`config.mk`:
```
export PLATFORM = sky130hd
export DESIGN_NAME = rf_write_queue
export DESIGN_NICKNAME = d
export VERILOG_FILES = /design/src/rtl/rf_pkg.sv /design/src/rtl/rf_wq_lookup.sv /design/src/rtl/rf_write_queue.sv
export SDC_FILE = /design/constraint.sdc
export NUM_CORES = 1
export LEC_CHECK = 0
export ABC_AREA = 1
export ABC_CLOCK_PERIOD_IN_PS = 6600
export BUFFER_PORTS_ARGS = -buffer_cell sky130_fd_sc_hd__buf_2
export CORE_MARGIN = 4
export CORE_UTILIZATION = 30
export DETAILED_ROUTE_END_ITERATION = 12
export GPL_ROUTABILITY_DRIVEN = 0
export PLACE_DENSITY = 0.52
export RECOVER_POWER = 25
export SKIP_LAST_GASP = 1
export SLEW_MARGIN = 20
export SYNTH_ARGS = -nofsm -noshare
export SYNTH_HDL_FRONTEND = slang
export SYNTH_SLANG_ARGS = --single-unit
export TNS_END_PERCENT = 5
```
`constraint.sdc`:
```
create_clock -name clk -period 6.6 [get_ports clk]
set_input_delay 1.32 -clock clk [delete_from_list [all_inputs] [get_ports clk]]
set_output_delay 1.32 -clock clk [all_outputs]
set_load 0.005 [all_outputs]
```
`src/rtl/rf_pkg.sv`:
```
// rf_pkg: register-file write types shared by producers, the write queue and the register file.
package rf_pkg;
   localparam int REG_AW = 5;
   localparam int REG_DW = 32;
   typedef struct packed {
      logic [REG_AW-1:0] addr;
      logic [REG_DW-1:0] data;
   } rf_wr_t;
endpackage

```
`src/rtl/rf_wq_lookup.sv`:
```
// rf_wq_lookup: newest-first associative search over the live entries of the write queue.
module rf_wq_lookup #(
   parameter int DEPTH = 4,
   parameter int AW    = 5,
   parameter int DW    = 32,
   parameter int PW    = $clog2(DEPTH)
) (
   input  logic [AW-1:0] addr_q [DEPTH],
   input  logic [DW-1:0] data_q [DEPTH],
   input  logic [PW-1:0] rd_ptr,
   input  logic [PW:0]   count,
   input  logic [AW-1:0] lk_addr,
   output logic          hit,
   output logic [DW-1:0] data
);
   logic [PW-1:0] idx;
   // Walk oldest to newest so the last match, the newest write, wins; x0 never hits.
   always_comb begin
      hit  = 1'b0;
      data = '0;
      idx  = '0;
      for (int i = 0; i < DEPTH; i++) begin
         idx = rd_ptr + PW'(i);
         if (lk_addr != '0 && (PW+1)'(i) < count && addr_q[idx] == lk_addr) begin
            hit  = 1'b1;
            data = data_q[idx];
         end
      end
   end
endmodule

```
`src/rtl/rf_write_queue.sv`:
```
// rf_write_queue: ordered two-producer writeback queue draining onto the register-file write port,
// with two forwarding lookups over queued-but-unwritten values.
module rf_write_queue
   import rf_pkg::*;
#(
   parameter int DEPTH = 4,
   parameter int AW    = REG_AW,
   parameter int DW    = REG_DW
) (
   input  logic          clk,
   input  logic          reset,
   input  logic          stall,
   input  logic          m_valid,
   output logic          m_ready,
   input  logic [AW-1:0] m_addr,
   input  logic [DW-1:0] m_data,
   input  logic          a_valid,
   output logic          a_ready,
   input  logic [AW-1:0] a_addr,
   input  logic [DW-1:0] a_data,
   output logic [AW-1:0] WAddr_RF,
   output logic [DW-1:0] WD_RF,
   output logic          WrEn_RF,
   input  logic [AW-1:0] lk1_addr,
   input  logic [AW-1:0] lk2_addr,
   output logic          lk1_hit,
   output logic          lk2_hit,
   output logic [DW-1:0] lk1_data,
   output logic [DW-1:0] lk2_data
);
   localparam int PW = $clog2(DEPTH);
   localparam int CW = PW + 1;

   logic [AW-1:0] addr_q [DEPTH];
   logic [DW-1:0] data_q [DEPTH];
   logic [PW-1:0] wr_ptr, rd_ptr;
   logic [CW-1:0] count;
   logic          m_res, m_en, a_en, deq;

   // M only reserves a slot ahead of A when it actually enqueues (nonzero address).
   assign m_res    = m_valid && m_addr != '0;
   assign m_ready  = count < CW'(DEPTH);
   assign a_ready  = count + CW'(m_res) < CW'(DEPTH);
   assign m_en     = m_res && m_ready;
   assign a_en     = a_valid && a_ready && a_addr != '0;
   assign WrEn_RF  = count != '0;
   assign deq      = WrEn_RF && !stall;
   assign WAddr_RF = WrEn_RF ? addr_q[rd_ptr] : '0;
   assign WD_RF    = WrEn_RF ? data_q[rd_ptr] : '0;

   always_ff @(posedge clk) begin
      if (reset) begin
         wr_ptr <= '0;
         rd_ptr <= '0;
         count  <= '0;
      end else begin
         wr_ptr <= wr_ptr + PW'(m_en) + PW'(a_en);
         rd_ptr <= rd_ptr + PW'(deq);
         count  <= count + CW'(m_en) + CW'(a_en) - CW'(deq);
      end
   end

   // M is older than A in the same cycle, so it takes the first free slot.
   always_ff @(posedge clk) begin
      if (m_en) begin
         addr_q[wr_ptr] <= m_addr;
         data_q[wr_ptr] <= m_data;
      end
      if (a_en) begin
         addr_q[wr_ptr + PW'(m_en)] <= a_addr;
         data_q[wr_ptr + PW'(m_en)] <= a_data;
      end
   end

   rf_wq_lookup #(.DEPTH(DEPTH), .AW(AW), .DW(DW)) u_lk1 (
      .addr_q(addr_q), .data_q(data_q), .rd_ptr(rd_ptr), .count(count),
      .lk_addr(lk1_addr), .hit(lk1_hit), .data(lk1_data)
   );

   rf_wq_lookup #(.DEPTH(DEPTH), .AW(AW), .DW(DW)) u_lk2 (
      .addr_q(addr_q), .data_q(data_q), .rd_ptr(rd_ptr), .count(count),
      .lk_addr(lk2_addr), .hit(lk2_hit), .data(lk2_data)
   );
endmodule

```
[After elaboration in Yosys (flattened, before gate mapping)]
Index checks and enable logic that the tools add are counted.
W data, S select, Z words.
Cells by class
  add/subtract/negate cells: 10
  mux-type cells: 58
  equality and inequality tests: 8
  reductions and logical operators: 29
  bitwise gates (word level): 6
  order comparisons: 14
Operators by type and width (number)
  $mux W32: 19
  $bmux W32 S2: 4
  $bwmux W128: 2
  $mux W128: 2
  $demux W32 S2: 2
  $mux W5: 11
  $bmux W5 S2: 4
  $bwmux W20: 2
  $eq A5 B5 Y1: 8
  $mux W20: 2
  $logic_and A1 B1 Y1: 23
  $demux W5 S2: 2
  $reduce_bool A5 Y1: 4
  $ge A3 B3 Y1 const B: 6
  $not A2 Y3: 6
  $add A3 B1 Y3: 3
  $mux W1: 8
  $add A2 B1 Y2: 3
  $lt A1 B3 Y1 const A: 2
  $lt A2 B3 Y1 const A: 2
  $lt A3 B1 Y1 const B: 2
  $lt A3 B3 Y1 const B: 2
  $add A2 B2 Y2 const B: 2
  $reduce_bool A3 Y1: 1
  3 further kinds: 3
Word-level totals
  output and inout bits: 106
  input bits: 89
  register bits after elaboration: 155

[Depth between registers and ports, before layout]
  depth in word-level cells: 11
  mapped depth: 18

[Hierarchy]
From an unflattened synthesis, not the netlist that was laid out.
Second synthesis, totals
  cells, all modules: 3713
  area, all modules: 19660.1 um^2
Modules (own cells, without submodules)
  rf_wq_lookup: seq. area each 0.0 um^2, cells an instance 1035, instances 2, area an instance 5014.8 um^2
  rf_write_queue: seq. area each 3103.0 um^2, cells an instance 1643, instances 1, area an instance 9630.5 um^2

[Least setup slack after synthesis]
Ideal clock, no wire load.
  path type: input to output
  from: input port lk2_addr[4]
  to: output port lk2_data[24]
  required time: 5.280 ns
  buffers on the path: 2
  arrival time: 2.412 ns
  slack: 2.868 ns
  stages on the path: 14
  path through: inv_1 > nand3_1 > nand2_1 > inv_1 > nand2_1 > nor2_2 > nand3_1 > buf_6 > buf_6 > nand2_1 > nand2_1 > nand2_1 > nand2_1 > nand2_1
Between the ends
  longest elaborated chain between the ends: 7
RTL lines
  start: declaration: line rf_write_queue.sv:25  | input logic [AW-1:0] lk2_addr,
  $reduce_bool A5 Y1: line rf_wq_lookup.sv:24  | if (lk_addr != '0 && (PW+1)'(i) < count && addr_q[idx] == lk_addr) begin
  $logic_and A1 B1 Y1 (2 in series): line rf_wq_lookup.sv:24
  $mux W32 (3 in series): line rf_wq_lookup.sv:24
  $mux W32 (*): line rf_wq_lookup.sv:24
  end: declaration: line rf_write_queue.sv:29  | output logic [DW-1:0] lk2_data
Every way passes the cells marked *; elsewhere a longest branch is shown, timed or not.

[Worst setup path in the final report]
  from: register rd_ptr[1]
  to: output port lk2_data[1]
Between the ends
  longest elaborated chain between the ends: 10
RTL lines
  start: declaration: line rf_write_queue.sv:36  | logic [PW-1:0] wr_ptr, rd_ptr;
  start signal: assignment: line rf_write_queue.sv:58  | rd_ptr <= rd_ptr + PW'(deq);
  $add A2 B1 Y2 / $not A2 Y3 (equally long branches): line rf_wq_lookup.sv:23, rf_wq_lookup.sv:24, rf_wq_lookup.sv:26
  $not A2 Y3 (implied by the code) / $bmux W5 S2 (equally long branches): line rf_wq_lookup.sv:24, rf_wq_lookup.sv:26
  $bmux W5 S2 / $mux W5 (equally long branches): line rf_wq_lookup.sv:24
  $mux W5 (implied by the code): line rf_wq_lookup.sv:24
  $mux W5 (implied by the code) / $eq A5 B5 Y1 (equally long branches): line rf_wq_lookup.sv:24
  $eq A5 B5 Y1 / $logic_and A1 B1 Y1 (equally long branches): line rf_wq_lookup.sv:24
  $logic_and A1 B1 Y1 / $mux W32 (equally long branches): line rf_wq_lookup.sv:24
  $mux W32 (2 in series): line rf_wq_lookup.sv:24
  $mux W32 (*): line rf_wq_lookup.sv:24
Every way passes the cells marked *; elsewhere a longest branch is shown, timed or not. The select of a mux whose other input is x is not followed.

==> flow_summary.toml <==
[floorplanning]
dieArea_um2 = 51000
core_um2 = 46800
initial_utilization = 0.305
rows = 79
ioPinCount = 195
die_w_um = 226
die_height_um = 226

[critical_path]
crit_type = "reg -> out"
r2r-start = "count[2]$_SDFF_PP0_"
reg2reg_depth = 8
worstReg2RegEnd = "data_q[105]$_DFF_P_"
crit_arrival_ns = 4.59
crit_path_end_kind = "output port"
worstPathRequired_ns = 5.28
critPathMaxFanout = 83
start_kind = "flip-flop"
reg2reg_slack_ns = 1.81

[power]
p_sw_uw = 4440
powerDensity_nw_per_um2 = 509
clock_power_share = 0.135
p_int_uw = 3650
comb_power_share = 0.651
peakVddDrop_mv = 0.272
p_leak_uw = 0.00836
swShare = 0.549
power_frac_seq = 0.214

[sta]
skew_ns = 0.0114
relSlewSlack = -1.09
setup_viol = 0
rsz0062_at_grt = "no"
drv_slew = 110
tns_ns = 0
fin_crit_sh = 0.896
fmax_ghz = 0.169
hold_viol = 0
min_period_ns = 5.91
tightest_slew_ns = 3.13

[routing]
antenna_left = 0
wl_met2_mm = 25.7
wl_mm = 56.2
top_layer = "met4"
num_vias = 16700
wl_met1_mm = 25.1
drt_pass1_iterations = 6
drcViolationCount = 0
wl_per_cell_um = 17.1
drt_iter0_markers = 1571
met3WireLength_mm = 3.91
viasPerCell = 5.08

[global_route]
grt-ovfl-total = 0
first_global_vias = 15400
grt_max_degree = 84
grt_pass1_wl_mm = 86.1
antenna_found_initial = 1
track_usage = 0.213

[placed_design]
place_area_um2 = 15300
dp_hpwl_mm = 38.0
port_buffers = 194

[run]
cap_violations = 2

[run_status]
violations = "capacitance limit, slew limit"
status = "finished with violations"

[final_layout]
fin_area_um2 = 15900
fin_nets = 2763
drive_gt1_frac = 0.108
final_common_cell = "nand2_1"
synthToLayoutAreaGrowth_pct = 11.7
fillers = 5247
n_antenna_cell = 0
mostFrequentLayoutCells = "963 x nand2_1, 461 x o21ai_0, 251 x inv_1"

[clocking]
cts_made_buffers = 17
cts_setup_buffers = 0
insertion_delay_ns = 0.46
cts_hold_buf = 0
cts.sinks = 155
cts.clk_slew.worst_paths_ns = 0.07
cts_tree = "done"
clk_path_buf_depth = 2
cts-root-buf = "clkbuf_16"
h-tree-depth = 4
cts_resized = 0

[worst_hold_path]
hp-class = "reg -> reg"
whs_path_depth = 4
hp-start = "data_q[2]$_DFF_P_"
hold_path_end = "data_q[2]$_DFF_P_"

[synth]
synthFlopType = "dfxtp_1"
synthCells = 2619
async_reset_ff_frac = 0
synthesis.nets = 2716
synth_edf_count = 0
synth-seq-cells = 155
syn_area_per_cell_um2 = 5.44
seq_area_frac_synth = 0.218
ys_types = 30
syn_area_um2 = 14200
yosys_warnings = 0
## registers in the layout, indices dropped and copies added, names as in the netlist
name	flops
data_q	128
addr_q	20
count	3
rd_ptr	2
wr_ptr	2
## how the worst max path moves through the flow
stage,startpoint,endpoint,slack (ns),depth (start not counted)
6_report,rd_ptr[1]$_SDFF_PP0_,lk2_data[1],0.69,17
5_1_grt,rd_ptr[1]$_SDFF_PP0_,lk1_data[9],0.47,15
4_1_cts,rd_ptr[1]$_SDFF_PP0_,lk2_data[12],0.81,17
3_5_place_dp,lk1_addr[4],lk1_data[2],1.23,14
3_3_place_gp,lk1_addr[4],lk1_data[2],1.27,14
2_1_floorplan,lk2_addr[4],lk2_data[24],2.87,14
## power by group through the flow
| stage | combinational, uW | sequential, uW | clock [uW] |
|---|---|---|---|
| 6_report | 5270 | 1730 | 1090 |
| 3_3_place_gp | 5120 | 1730 | 0 |
| 4_1_cts | 5230 | 1730 | 1110 |
| 2_1_floorplan | 3750 | 1640 | 0 |
| 5_1_grt | 5970 | 1790 | 1160 |
| 3_5_place_dp | 5210 | 1750 | 0 |
## routing by layer
layer	global-route usage	up-vias
met5	0	-
met4	0.0694	0
met2	0.355	657
met1	0.284	7547
li1	-	8424
met3	0.0305	78
## through the flow
stage                     instances  setup slack, ns  hold slack, ns  utilization  total power, uW
after floorplan                2619             2.87           0.530            -             5400
after global placement         3254             1.27           0.543        0.328             6850
after detailed placement       3254             1.23           0.551        0.328             6960
after CTS                      3286            0.812           0.570        0.341             8070
after global routing           3286            0.469           0.609        0.340             8920
final                          3286            0.687           0.568        0.340             8090
## cells by family after synthesis
| logic type | Yosys count | synth area share |
|---|---|---|
| XOR/XNOR | 9 | 0.00553 |
| AND/OR/NAND/NOR | 1423 | 0.407 |
| adder cells (fa/ha/maj) | 8 | 0.00808 |
| AO/OA/AOI/OAI | 516 | 0.183 |
| buffers and inverters | 450 | 0.139 |
| flip-flops | 155 | 0.218 |
| multiplexers | 58 | 0.0408 |
## synth_stat cells, types with 7 or more instances
master / number / area, um2
buf_1: 18 / 67.6
buf_2: 69 / 345
buf_4: 23 / 173
buf_6: 15 / 169
clkbuf_1: 67 / 251
dfxtp_1: 155 / 3100
inv_1: 251 / 942
inv_2: 7 / 26.3
mux2i_1: 58 / 581
nand2_1: 964 / 3620
nand3_1: 104 / 521
nand4_1: 94 / 588
nor2_1: 238 / 893
nor2_2: 8 / 50.1
o21ai_0: 452 / 2260
o21ai_1: 54 / 270
xor2_1: 8 / 70.1
## worst max-delay path: stages, from the launching register on
cell	delay [ns]
dfxtp_2	0.33
inv_2	0.05
buf_4	0.73
nand2_2	0.14
nand2_4	0.25
nand2_1	0.15
nand3_1	0.12
nand2_1	0.10
nor2_4	0.11
buf_4	0.40
nand3_1	0.68
buf_4	0.49
nand2_1	0.10
nand2_1	0.05
nand2_1	0.05
nand2_1	0.07
nand2_1	0.14
buf_2	0.14
## area by class of cell
| cell class | instances | area (um2) | share of cell area |
|---|---|---|---|
| Inverter | 258 | 968 | 0.0609 |
| Tap cell | 607 | 759 | 0.0477 |
| Clock buffer | 19 | 443 | 0.0278 |
| Clock inverter | 13 | 189 | 0.0119 |
| Timing Repair Buffer | 220 | 1160 | 0.0728 |
| Sequential cell | 155 | 3110 | 0.195 |
| Multi-Input combinational cell | 2014 | 9280 | 0.583 |
No activity file was read; power rests on OpenSTA's default activity.
